--- src/rtl/mem_align_unit.sv ---
// Load/store alignment unit: splits boundary-crossing accesses into two bus
// transactions, positions store lanes and merges/extends load data.
module mem_align_unit #(
  parameter int ADDR_WIDTH    = 32,
  parameter int DATA_WIDTH    = 32,
  parameter bit MISALIGNED_EN = 1'b1
) (
  input  logic                      clk,
  input  logic                      rst_n,
  input  logic                      req_valid,
  output logic                      req_ready,
  input  logic                      req_write,
  input  logic [2:0]                req_mode,
  input  logic [ADDR_WIDTH-1:0]     req_addr,
  input  logic [DATA_WIDTH-1:0]     req_wdata,
  output logic                      resp_valid,
  output logic                      resp_err,
  output logic [DATA_WIDTH-1:0]     resp_rdata,
  output logic                      mem_req,
  output logic                      mem_we,
  output logic [ADDR_WIDTH-1:0]     mem_addr,
  output logic [DATA_WIDTH/8-1:0]   mem_be,
  output logic [DATA_WIDTH-1:0]     mem_wdata,
  input  logic                      mem_ack,
  input  logic [DATA_WIDTH-1:0]     mem_rdata
);
  localparam int BYTES = DATA_WIDTH / 8;
  localparam int OFF   = $clog2(BYTES);

  localparam logic [2:0] S_IDLE = 3'd0;
  localparam logic [2:0] S_ACC0 = 3'd1;
  localparam logic [2:0] S_ACC1 = 3'd2;
  localparam logic [2:0] S_RESP = 3'd3;
  localparam logic [2:0] S_ERR  = 3'd4;

  logic [2:0]            state_q, state_d;
  logic [ADDR_WIDTH-1:0] addr_q, addr_d;
  logic [2:0]            mode_q, mode_d;
  logic                  write_q, write_d;
  logic [DATA_WIDTH-1:0] wdata_q, wdata_d;
  logic [DATA_WIDTH-1:0] data0_q, data0_d;
  logic                  mem_req_q, mem_req_d;
  logic                  mem_we_q, mem_we_d;
  logic [ADDR_WIDTH-1:0] mem_addr_q, mem_addr_d;
  logic [BYTES-1:0]      mem_be_q, mem_be_d;
  logic [DATA_WIDTH-1:0] mem_wdata_q, mem_wdata_d;
  logic                  resp_valid_q, resp_valid_d;
  logic                  resp_err_q, resp_err_d;
  logic [DATA_WIDTH-1:0] resp_rdata_q, resp_rdata_d;

  logic                    idle;
  logic [ADDR_WIDTH-1:0]   src_addr;
  logic [2:0]              src_mode;
  logic [DATA_WIDTH-1:0]   src_wdata;
  logic [OFF-1:0]          off;
  logic [OFF+1:0]          size;
  logic [OFF+1:0]          end_pos;
  logic                    legal;
  logic                    split;
  logic [ADDR_WIDTH-1:0]   addr0;
  logic [ADDR_WIDTH-1:0]   addr1;
  logic [2*BYTES-1:0]      lane_mask;
  logic [2*BYTES-1:0]      be2;
  logic [DATA_WIDTH-1:0]   sized_wdata;
  logic [2*DATA_WIDTH-1:0] wide;
  logic [DATA_WIDTH-1:0]   rd_lo;
  logic [DATA_WIDTH-1:0]   rd_hi;
  logic [DATA_WIDTH-1:0]   merged;
  logic                    done;

  function automatic logic [DATA_WIDTH-1:0] extend(input logic [2:0] mode,
                                                   input logic [DATA_WIDTH-1:0] val);
    logic signed [7:0]  b;
    logic signed [15:0] h;
    logic signed [31:0] w;
    b = val[7:0];
    h = val[15:0];
    w = val[31:0];
    case (mode)
      3'b000:  extend = DATA_WIDTH'(b);
      3'b001:  extend = DATA_WIDTH'(h);
      3'b010:  extend = DATA_WIDTH'(w);
      3'b100:  extend = DATA_WIDTH'(val[7:0]);
      3'b101:  extend = DATA_WIDTH'(val[15:0]);
      default: extend = '0;
    endcase
  endfunction

  assign idle      = (state_q == S_IDLE);
  assign req_ready = idle;

  // Lane geometry comes from the live request in IDLE, else from the held one.
  always_comb begin
    src_addr    = idle ? req_addr  : addr_q;
    src_mode    = idle ? req_mode  : mode_q;
    src_wdata   = idle ? req_wdata : wdata_q;
    off         = src_addr[OFF-1:0];
    legal       = 1'b1;
    size        = '0;
    lane_mask   = '0;
    sized_wdata = '0;
    case (src_mode)
      3'b000, 3'b100: begin
        size        = (OFF+2)'(1);
        lane_mask   = (2*BYTES)'(4'b0001);
        sized_wdata = DATA_WIDTH'(src_wdata[7:0]);
      end
      3'b001, 3'b101: begin
        size        = (OFF+2)'(2);
        lane_mask   = (2*BYTES)'(4'b0011);
        sized_wdata = DATA_WIDTH'(src_wdata[15:0]);
      end
      3'b010: begin
        size        = (OFF+2)'(4);
        lane_mask   = (2*BYTES)'(4'b1111);
        sized_wdata = DATA_WIDTH'(src_wdata[31:0]);
      end
      default: legal = 1'b0;
    endcase
    end_pos = {2'b00, off} + size;
    split   = end_pos > (OFF+2)'(BYTES);
    addr0   = {src_addr[ADDR_WIDTH-1:OFF], {OFF{1'b0}}};
    addr1   = addr0 + ADDR_WIDTH'(BYTES);
    be2     = lane_mask << off;
    wide    = {{DATA_WIDTH{1'b0}}, sized_wdata} << {off, 3'b000};
    rd_lo   = (state_q == S_ACC0) ? mem_rdata : data0_q;
    rd_hi   = (state_q == S_ACC1) ? mem_rdata : '0;
    merged  = DATA_WIDTH'({rd_hi, rd_lo} >> {off, 3'b000});
  end

  always_comb begin
    state_d      = state_q;
    addr_d       = addr_q;
    mode_d       = mode_q;
    write_d      = write_q;
    wdata_d      = wdata_q;
    data0_d      = data0_q;
    mem_req_d    = mem_req_q;
    mem_we_d     = mem_we_q;
    mem_addr_d   = mem_addr_q;
    mem_be_d     = mem_be_q;
    mem_wdata_d  = mem_wdata_q;
    resp_valid_d = 1'b0;
    resp_err_d   = 1'b0;
    resp_rdata_d = '0;
    done         = 1'b0;
    case (state_q)
      S_IDLE: begin
        if (req_valid) begin
          addr_d  = req_addr;
          mode_d  = req_mode;
          write_d = req_write;
          wdata_d = req_wdata;
          if (!legal || (split && !MISALIGNED_EN)) begin
            state_d      = S_ERR;
            resp_valid_d = 1'b1;
            resp_err_d   = 1'b1;
          end else begin
            state_d     = S_ACC0;
            mem_req_d   = 1'b1;
            mem_we_d    = req_write;
            mem_addr_d  = addr0;
            mem_be_d    = be2[BYTES-1:0];
            mem_wdata_d = req_write ? wide[DATA_WIDTH-1:0] : '0;
          end
        end
      end
      S_ACC0: begin
        if (mem_ack) begin
          data0_d = mem_rdata;
          if (split) begin
            state_d     = S_ACC1;
            mem_addr_d  = addr1;
            mem_be_d    = be2[2*BYTES-1:BYTES];
            mem_wdata_d = write_q ? wide[2*DATA_WIDTH-1:DATA_WIDTH] : '0;
          end else begin
            done = 1'b1;
          end
        end
      end
      S_ACC1:  done    = mem_ack;
      default: state_d = S_IDLE;
    endcase
    // Final acknowledge: release the bus and present the extended result.
    if (done) begin
      state_d      = S_RESP;
      resp_valid_d = 1'b1;
      resp_rdata_d = write_q ? '0 : extend(mode_q, merged);
      mem_req_d    = 1'b0;
      mem_we_d     = 1'b0;
      mem_be_d     = '0;
      mem_wdata_d  = '0;
    end
  end

  always_ff @(posedge clk or negedge rst_n) begin
    if (!rst_n) begin
      state_q      <= S_IDLE;
      mem_req_q    <= 1'b0;
      mem_we_q     <= 1'b0;
      mem_addr_q   <= '0;
      mem_be_q     <= '0;
      mem_wdata_q  <= '0;
      resp_valid_q <= 1'b0;
      resp_err_q   <= 1'b0;
      resp_rdata_q <= '0;
    end else begin
      state_q      <= state_d;
      mem_req_q    <= mem_req_d;
      mem_we_q     <= mem_we_d;
      mem_addr_q   <= mem_addr_d;
      mem_be_q     <= mem_be_d;
      mem_wdata_q  <= mem_wdata_d;
      resp_valid_q <= resp_valid_d;
      resp_err_q   <= resp_err_d;
      resp_rdata_q <= resp_rdata_d;
    end
  end

  always_ff @(posedge clk) begin
    addr_q  <= addr_d;
    mode_q  <= mode_d;
    write_q <= write_d;
    wdata_q <= wdata_d;
    data0_q <= data0_d;
  end

  assign mem_req    = mem_req_q;
  assign mem_we     = mem_we_q;
  assign mem_addr   = mem_addr_q;
  assign mem_be     = mem_be_q;
  assign mem_wdata  = mem_wdata_q;
  assign resp_valid = resp_valid_q;
  assign resp_err   = resp_err_q;
  assign resp_rdata = resp_rdata_q;
endmodule

--- config.mk ---
export PLATFORM = sky130hd
export DESIGN_NAME = mem_align_unit
export DESIGN_NICKNAME = d
export VERILOG_FILES = /design/src/rtl/mem_align_unit.sv
export SDC_FILE = /design/constraint.sdc
export NUM_CORES = 1
export LEC_CHECK = 0
export ABC_CLOCK_PERIOD_IN_PS = 7850
export CAP_MARGIN = 20
export CORE_AREA = 2 2 169 171
export DETAILED_ROUTE_END_ITERATION = 16
export DIE_AREA = 0 0 171 173
export DONT_BUFFER_PORTS = 1
export MAX_ROUTING_LAYER = met4
export PLACE_DENSITY = 0.54
export SLEW_MARGIN = 20
export SYNTH_ARGS = -nofsm -noshare
export SYNTH_HDL_FRONTEND = slang
export SYNTH_SLANG_ARGS = --single-unit
--- constraint.sdc ---
create_clock -name clk -period 7.85 [get_ports clk]
set_input_delay 0 -clock clk [delete_from_list [all_inputs] [get_ports clk]]
set_output_delay 0 -clock clk [all_outputs]
set_load 0.02 [all_outputs]
==> flow_metrics.tcl <==
set metrics [dict create \
    cts_sinks 205 \
    drv_slew 0 \
    hp-class "in2reg" \
    syn_area_um2 11300 \
    initial_core_util_pct 40.8 \
    clock-root-buffer "clkbuf_16" \
    antenna_found_initial 0 \
    final.setup_skew_ns 0.0219 \
    drc 0 \
    gp_congestion 0.862 \
    seqPwrFrac_pct 36.7 \
    core-area_um2 27600 \
    finalPower_mw 4.88 \
    clockBufferDepth 3 \
    insertion_delay_ns 0.54 \
    setup_viol 0 \
    cp.required_ns 8.27 \
    detail_route.wl_per_cell_um 22.8 \
    row_count 61 \
    relSlewSlack_pct 23.8 \
    grt_max_degree 106 \
    ant_nets 0 \
    seq_area_frac_synth_pct 50.0 \
    yosys_warnings 0 \
    routed-via-count 9355 \
    grt.total_usage_pct 24.6 \
    synth.lib_cells_used.distinct 64 \
    grt_pass1_wl_um 55400 \
    worstPathMaxFanout 69 \
    min_period_ns 5.94 \
    p_leak_nw 5.26 \
    cts_tree "done" \
    clock.fmax_ghz 0.168 \
    fin_crit_sh_pct 75.6 \
    clk_pin_slew_ns 0.06 \
    switchingPower_mw 2.09 \
    vias_per_cell 5.88 \
    drt_first_iter_violations 970 \
    utilization_pct 48.5 \
    fp.dieH_um 173 \
    htreeDepth 1 \
    n_antenna_cell 0 \
    register_area_um2 5630 \
    die_w_um 171 \
    holdWs_ns 0.0101 \
    dp_hpwl_um 23700 \
    multi_input_area_um2 5250 \
    worst_slew_pin_slew_ns 1.13 \
    synth_top_area_cell "edfxtp_1" \
    cts_resized 0 \
    fin_nets 1302 \
    cp_slowest_cell "mux2i_1" \
    synth_edf_count 100 \
    synth_area_leaders "edfxtp_1 27%, dfrtp_1 23%, mux2i_1 9.5%, nand2_1 6.7%, a21oi_1 4.0%" \
    reg2reg_from "state_q[1]" \
    die_area_um2 29600 \
    ys_ff_latch 205 \
    path_class "reg2reg" \
    clkPwrFrac_pct 24.7 \
    powerDensity_nw_per_um2 364 \
    synth_ff_type "dfrtp_1" \
    grt_pass1_vias 9026 \
    nFillCells 2616 \
    intPower_mw 2.78 \
    end_kind "flop" \
    syn_avg_cell_area_um2 9.91 \
    p_comb_share_pct 38.7 \
    rsz0062_at_grt "false" \
    post-synth-top-area-fraction_pct 26.7 \
    crit_path_cell_trace "or3_1 -> inv_4 -> mux2i_1 -> and2_1 -> ha_1 -> inv_1 -> fa_1 -> nand2b_1 -> nand2b_1 -> mux2i_1 -> o21a_1 -> nand4_1 -> o211ai_1" \
    maxCapViolations 0 \
    timing_hold_violations_final 0 \
    overflow 0 \
    synthCells 1136 \
    io_buffers 0 \
    drive_gt1_share_pct 6.76 \
    async_reset_ff_share_pct 51.2 \
    critPathMaxStageDelay_ns 0.85 \
    cp-startpoint "state_q[1]" \
    drtPass1Iterations 5 \
    crit_path_start_kind "flop" \
    outcome "completed" \
    ir_drop_v 0.000244 \
    arrival_ns 6.36 \
    hold_path_startpoint "req_addr[28]" \
    tns_ns 0 \
    area_delta_synth_final_pct 19.0 \
    wl_um 36200 \
    pin_count 209 \
    switching_share_pct 43.0 \
    numCtsBuffers 25 \
]
layout by cell type (no fill, tap or decap), types with 7 or more instances in the layout:
cell type        n
o22a_1           9
a221oi_1        10
and3_1          17
xor2_1          19
a2bb2oi_1        8
a211o_1          9
dlygate4sd3_1  103
a211oi_1        18
nor2b_1         19
xnor2_1          8
o22ai_1          8
a22oi_1         17
nor3_1          13
o21ai_0         72
a31oi_1         15
dfrtp_1        105
clkbuf_16       27
nand4_1         14
or3_1           12
o21a_1           9
nor2_1          46
mux2_2          11
buf_4           11
nand2_1        201
clkbuf_8         7
mux2i_1        107
o221ai_1         8
o211ai_1         9
a311oi_1         7
a21oi_1         91
edfxtp_1       100
nand3_1         20
power by group through the flow:
stage	registers (mW)	logic (mW)	clock network, mW
final	1.79	1.89	1.20
after global routing	1.82	2.07	1.27
after CTS	1.79	1.88	1.23
after detailed placement	1.81	1.80	0
after global placement	1.81	1.78	0
after floorplan	1.72	1.43	0
registers in the layout, summed over array words and instances (netlist names):
signal      count
resp_err        1
resp_valid      1
mem_req         1
state_q         3
mem_addr       30
wdata_q        32
mem_wdata      32
addr_q         32
data0_q        32
mode_q          3
mem_we          1
write_q         1
resp_rdata     32
mem_be          4
final cells by class:
class	count	area share [%]
timing repair buffer	115	8.52
clock inverter	11	0.691
inverter	8	0.243
clock buffer	35	5.79
sequential	205	42.0
tap	378	3.53
multi-input combinational	839	39.2
repair_timing:
item                                    in CTS  in global routing
endpoints found under the hold margin      302                  0
setup buffers                                0                  0
endpoints found under the setup margin       0                  0
hold buffers                               104                  0
metrics by stage:
stage | cells | area, um2 | setup WS (ns)
2_1_floorplan | 1137 | 11300 | 3.69
3_3_place_gp | 1441 | 11500 | 2.25
3_5_place_dp | 1441 | 11500 | 2.06
4_1_cts | 1591 | 13400 | 2.01
5_1_grt | 1591 | 13400 | 1.55
6_report | 1591 | 13400 | 1.91
final timing paths:
path	to	slack [ns]	cells after the start
setup / recovery	mem_wdata[14]	1.91	13
hold / removal	mem_addr[29]	0.01	6
setup reg to reg	mem_wdata[14]	1.91	13
hold reg to reg	mem_addr[9]	0.62	2
max in group asynchronous	mem_wdata[7]	7.29	2
min in group asynchronous	mem_addr[9]	0.03	2
cells in the mapped netlist, types with 19 or more instances:
library cell and number:
edfxtp_1 100, o21ai_0 72, a21oi_1 91, mux2i_1 107, buf_2 23, nor2_1 46, xor2_1 19, dfrtp_1 105
clkbuf_1 46, nand2_1 201, nor2b_1 19, nand3_1 20
metal layers:
layer	part of all wire, %	track usage, %
met1	43	32.4
met3	7.4	5.20
met2	47	38.6
met4	2.7	6.53
met5	0	-
cell families after synthesis:
| group | Yosys count | synth area share, % |
|---|---|---|
| other cells | 1 | 0.0333 |
| buf+inv | 93 | 3.59 |
| xor+xnor | 27 | 2.10 |
| compound gates | 310 | 17.4 |
| simple gates | 376 | 15.4 |
| mux | 120 | 11.0 |
| fa+ha+maj | 4 | 0.511 |
| flops | 205 | 50.0 |
worst max-delay path, delay by kind of cell (launching register included):
kind | cells | cell delay, ns
fa+ha+maj | 2 | 0.60
flops | 1 | 0.62
simple gates | 5 | 1.49
compound gates | 2 | 1.13
buf+inv | 2 | 0.60
mux | 2 | 1.34
Note: power is estimated with default switching activity, not from simulation.
